==> src/rtl/led_matrix_pkg.sv <==
// Shared types and sizes for the LED matrix display path.
package led_matrix_pkg;

    localparam int N_ROWS = 8;
    localparam int N_COLS = 8;
    localparam int ROW_W  = 3;

    typedef enum logic {
        S_BLANK = 1'b0,
        S_DRIVE = 1'b1
    } scan_state_t;

    typedef logic [N_ROWS*N_COLS-1:0] frame_t;

endpackage

==> src/rtl/led_row_scanner.sv <==
// Row scanner for an 8x8 LED matrix: buffers one frame and drives it row by
// row with a blanking gap before each row. New frames are only accepted in
// the blank window ahead of row 0, so a frame is never displayed torn.
//
//  state   | meaning
//  --------+-------------------------------------------------------------
//  S_BLANK | row_ena low, columns dark; latch next row's columns at end
//  S_DRIVE | row_ena high, registered columns driven for ROW_TICKS cycles
module led_row_scanner
    import led_matrix_pkg::*;
#(
    parameter int ROW_TICKS   = 1000,
    parameter int BLANK_TICKS = 4
) (
    input  logic                   clk,
    input  logic                   rst_n,
    input  logic [63:0]            frame_in,
    input  logic                   frame_valid,
    output logic                   frame_ready,
    output logic                   row_ena,
    output logic [ROW_W-1:0]       row_sel,
    output logic [N_COLS-1:0]      col_data,
    output logic                   frame_start
);

    localparam int MAX_TICKS = (ROW_TICKS > BLANK_TICKS) ? ROW_TICKS : BLANK_TICKS;
    localparam int CNT_W     = (MAX_TICKS > 1) ? $clog2(MAX_TICKS) : 1;
    localparam logic [CNT_W-1:0] BLANK_LAST = CNT_W'(BLANK_TICKS - 1);
    localparam logic [CNT_W-1:0] DRIVE_LAST = CNT_W'(ROW_TICKS - 1);

    scan_state_t          r_state;
    scan_state_t          w_state_next;
    logic [CNT_W-1:0]     r_cnt;
    logic [ROW_W-1:0]     r_row_sel;
    logic [N_COLS-1:0]    r_col_data;
    logic                 r_frame_start;
    frame_t               r_buf;

    logic                 w_blank_last;
    logic                 w_drive_last;
    logic                 w_load;
    frame_t               w_src;

    assign w_blank_last = (r_state == S_BLANK) && (r_cnt == BLANK_LAST);
    assign w_drive_last = (r_state == S_DRIVE) && (r_cnt == DRIVE_LAST);
    assign frame_ready  = (r_state == S_BLANK) && (r_row_sel == '0) && rst_n;
    assign w_load       = frame_valid && frame_ready;
    // A transfer on the last blank cycle must reach row 0 immediately.
    assign w_src        = w_load ? frame_in : r_buf;

    // State register.
    always_ff @(posedge clk) begin
        if (!rst_n) begin
            r_state <= S_BLANK;
        end else begin
            r_state <= w_state_next;
        end
    end

    // Next-state decode from the tick counter terminal counts.
    always_comb begin
        w_state_next = r_state;
        case (r_state)
            S_BLANK: if (w_blank_last) w_state_next = S_DRIVE;
            S_DRIVE: if (w_drive_last) w_state_next = S_BLANK;
            default: w_state_next = S_BLANK;
        endcase
    end

    // Tick counter, frame buffer, row index and registered column drive.
    always_ff @(posedge clk) begin
        if (!rst_n) begin
            r_cnt         <= '0;
            r_buf         <= '0;
            r_row_sel     <= '0;
            r_col_data    <= '0;
            r_frame_start <= 1'b0;
        end else begin
            r_cnt <= (w_state_next != r_state) ? '0 : r_cnt + 1'b1;
            if (w_load) begin
                r_buf <= frame_in;
            end
            if (w_blank_last) begin
                r_col_data <= w_src[int'(r_row_sel)*N_COLS +: N_COLS];
            end else if (w_drive_last) begin
                r_col_data <= '0;
            end
            r_frame_start <= w_blank_last && (r_row_sel == '0);
            if (w_drive_last) begin
                r_row_sel <= r_row_sel + 1'b1;
            end
        end
    end

    // Outputs decode straight from registers so the decoder sees no glitches.
    always_comb begin
        row_ena     = (r_state == S_DRIVE);
        row_sel     = r_row_sel;
        col_data    = r_col_data;
        frame_start = r_frame_start;
    end

endmodule

==> config.mk <==
export PLATFORM = sky130hd
export DESIGN_NAME = led_row_scanner
export DESIGN_NICKNAME = d
export VERILOG_FILES = /design/src/rtl/led_matrix_pkg.sv /design/src/rtl/led_row_scanner.sv
export SDC_FILE = /design/constraint.sdc
export NUM_CORES = 1
export LEC_CHECK = 0
export CAP_MARGIN = 20
export CORE_ASPECT_RATIO = 2
export CORE_UTILIZATION = 25
export CTS_BUF_LIST = sky130_fd_sc_hd__clkbuf_8 sky130_fd_sc_hd__clkbuf_16
export DETAILED_ROUTE_END_ITERATION = 10
export PLACE_DENSITY = 0.56
export SYNTH_ARGS = -nofsm -noshare
export SYNTH_HDL_FRONTEND = slang
export SYNTH_SLANG_ARGS = --single-unit
==> constraint.sdc <==
create_clock -name clk -period 7.4 [get_ports clk]
set_input_delay 1.48 -clock clk [delete_from_list [all_inputs] [get_ports clk]]
set_output_delay 1.48 -clock clk [all_outputs]
set_load 0.005 [all_outputs]
==> reports/qor.yml <==
status: "finished clean"
cts_buffer_depth: 2
synthArstFlopShare_pct: 0
maxSlewHeadroom_pct: 34.3
seqPwrFrac_pct: 44.9
fin_worst_skew_ps: 13.2
port_buffers: 80
setup_violations: 0
drv_slew: 0
crit_buf_inv: 2
setup_ws_ps: 3420
finalCriticalPeriod_ps: 3980
fin_hold_ws_ps: 460
timing.max_cap.violations: 0
area_growth_pct: 28.9
core_area_um2: 16800
synth_area_leaders: "dfxtp_1 41%, mux4_2 17%, nand2_1 12%"
clock_latency_ps: 350
path_delay_family: "buffers and inverters"
final_util_pct: 33.0
pre_cts_ws_ps: 2340
pwr-share-comb_pct: 12.2
htreeDepth: 3
vias: 3397
wl_per_cell_um: 16.4
synth_common_cells: "139 x nand2_1, 87 x dfxtp_1, 64 x a21boi_0"
synth_edf_count: 0
syn-num-nets: 509
start_util_pct: 25.6
gp_congestion: 0.761
finalCritPeriodShare_pct: 53.8
cts_resized: 0
syn_area_um2: 4290
synth_area_per_cell_um2: 9.78
grt_pass1_vias: 3575
leakagePower_nw: 1.95
first_pass_iters: 4
antenna_cells: 0
yosysMostFrequentCell: "nand2_1"
drt_wl_total_mm: 11.7
cp_data_arrival_time_ps: 2500
ys_types: 36
grt_max_degree: 75
intPower_mw: 0.836
grt_use_total_pct: 14.0
post-cts-setup-buffer-count: 0
ctsHoldBuffers: 0
cp_max_fo: 4
antenna_found_initial: 0
fin_cells: 715
cpMaxStageDelayCell: "clkdlybuf4s50_1"
synth_top_family_by_area: "multiplexers"
numCtsBuffers: 9
pwr-share-clk_pct: 42.9
drtAntennaViolNets: 0
crit_required_ps: 5920
synth_simple_gate_area_share_pct: 17.8
synth_seq_cells: 87
switching_share_pct: 25.1
synth_fa_ha_area_share_pct: 0.875
yosys.area.top_type_share_pct: 40.6
yosys_warnings: 0
critPathMaxStageDelay_ps: 600
synth_mux_area_share_pct: 19.1
switchingPower_mw: 0.281
dp.cells: 697
hp-class: "flip-flop to flip-flop"
fmax_mhz: 251
overflow: 0
drive_above_1_share_pct: 13.8
ios: 81
via_per_inst: 4.75
powerDensity_nw_per_um2: 202
path_cells: "buf_2 > nor4bb_4 > clkdlybuf4s50_1"
fin_nets: 573
die-height_um: 187
dp_hpwl_mm: 8.74
cts.sinks: 87
ys.flop_type: "dfxtp_1"
fin_tns_setup_ps: 0
rsz0062_at_grt: "false"
cp-start-kind: "primary input"
nFillCells: 1728
rows: 67
post-synth-top-area-cell: "dfxtp_1"
vdd_ir_drop_max_mv: 0.120
ys_seq_area_share_pct: 40.6
crit_type: "primary input to output pin"
tightest_slew_ps: 985
die_w_um: 94.6
drc: 0
die-area_um2: 17700
path_clk_slew_ps: 70
syn_inst: 439
hold_violations: 0
drt_iter0_markers: 183
cts_tree: "yes"
grt_pass1_wl_mm: 18.5
cts_root_buf: "clkbuf_16"
end_kind: "output pin"
synth_xor_area_share_pct: 1.63
synth_compound_gate_area_share_pct: 15.2
[state kept, by name, summed over array words and instances (netlist names)]
name / count
r_buf: 64
row_ena: 1
row_sel: 3
r_cnt: 10
col_data: 8
frame_start: 1
[layout by cell type, fill, tap and decap left out, types with 2 or more instances in the layout]
cell type / netlist / routed
a21boi_0: 64 / 64
a21oi_1: 2 / 2
a22oi_1: 15 / 15
and2_1: 5 / 4
and3_1: 2 / 2
and4_1: 2 / 2
buf_4: 8 / 5
clkbuf_16: 0 / 9
clkdlybuf4s50_1: 0 / 79
dfxtp_1: 87 / 86
ha_1: 3 / 3
inv_1: 2 / 2
inv_6: 0 / 3
inv_8: 0 / 2
mux2_2: 8 / 8
mux4_2: 32 / 32
nand2_1: 139 / 138
nand3_1: 7 / 7
nor2_1: 9 / 9
nor2b_1: 2 / 2
nor4_1: 2 / 2
o21ai_0: 2 / 2
or3_1: 3 / 3
xnor2_1: 2 / 2
xor2_1: 6 / 6
[layer usage]
| metal | share of wire, % | vias up | routed length [um] | GRT usage (%) |
|---|---|---|---|---|
| met5 | 0 | - | 0 | 0 |
| met4 | 3.9 | 0 | 454 | 7.69 |
| met3 | 3.3 | 21 | 386 | 2.85 |
| met2 | 57 | 76 | 6630 | 26.4 |
| met1 | 36 | 1640 | 4250 | 13.5 |
| li1 | - | 1660 | - | - |
[power by group through the flow]
stage | Combinational [mW] | Clock [mW] | Sequential (mW)
2_1_floorplan | 0.0788 | 0 | 0.508
3_3_place_gp | 0.135 | 0 | 0.511
3_5_place_dp | 0.137 | 0 | 0.512
4_1_cts | 0.138 | 0.493 | 0.501
5_1_grt | 0.149 | 0.510 | 0.504
6_report | 0.137 | 0.479 | 0.502
[layout make-up]
| class | instances | area, um2 | area share, % |
|---|---|---|---|
| sequential | 87 | 1740 | 31.5 |
| tap | 207 | 259 | 4.68 |
| clock buffer | 9 | 225 | 4.07 |
| timing repair buffer | 87 | 858 | 15.5 |
| multi-input combinational | 315 | 2350 | 42.4 |
| inverter | 3 | 11.3 | 0.204 |
| clock inverter | 7 | 86.3 | 1.56 |
[path summary, 6_finish.rpt]
| kind | start | to | slack (ps) | depth (start not counted) |
|---|---|---|---|---|
| min | r_buf[49] | r_buf[49] | 460 | 2 |
| max | rst_n | frame_ready | 3420 | 3 |
| min reg2reg | r_buf[49] | r_buf[49] | 460 | 2 |
| max reg2reg | row_sel[1] | col_data[7] | 3930 | 9 |
[worst min-delay path, delay by kind of cell (launching register included)]
kind | cells | cell delay [ps]
flip-flops | 1 | 310
AND/OR/NAND/NOR | 1 | 40
AO/OA/AOI/OAI | 1 | 60
[metrics by stage]
stage	total power [mW]	cell area [um2]
after global placement	0.645	5190
after floorplan	0.587	4290
after CTS	1.13	5510
after detailed placement	0.649	5190
final	1.12	5530
after global routing	1.16	5530
[cells by family after synthesis]
group                    after synthesis
buffers and inverters                 37
XOR/XNOR                               8
AND/OR/NAND/NOR                      177
multiplexers                          41
flip-flops                            87
adder cells (fa/ha/maj)                3
AO/OA/AOI/OAI                         86
Power figures use the tool's default switching activity.
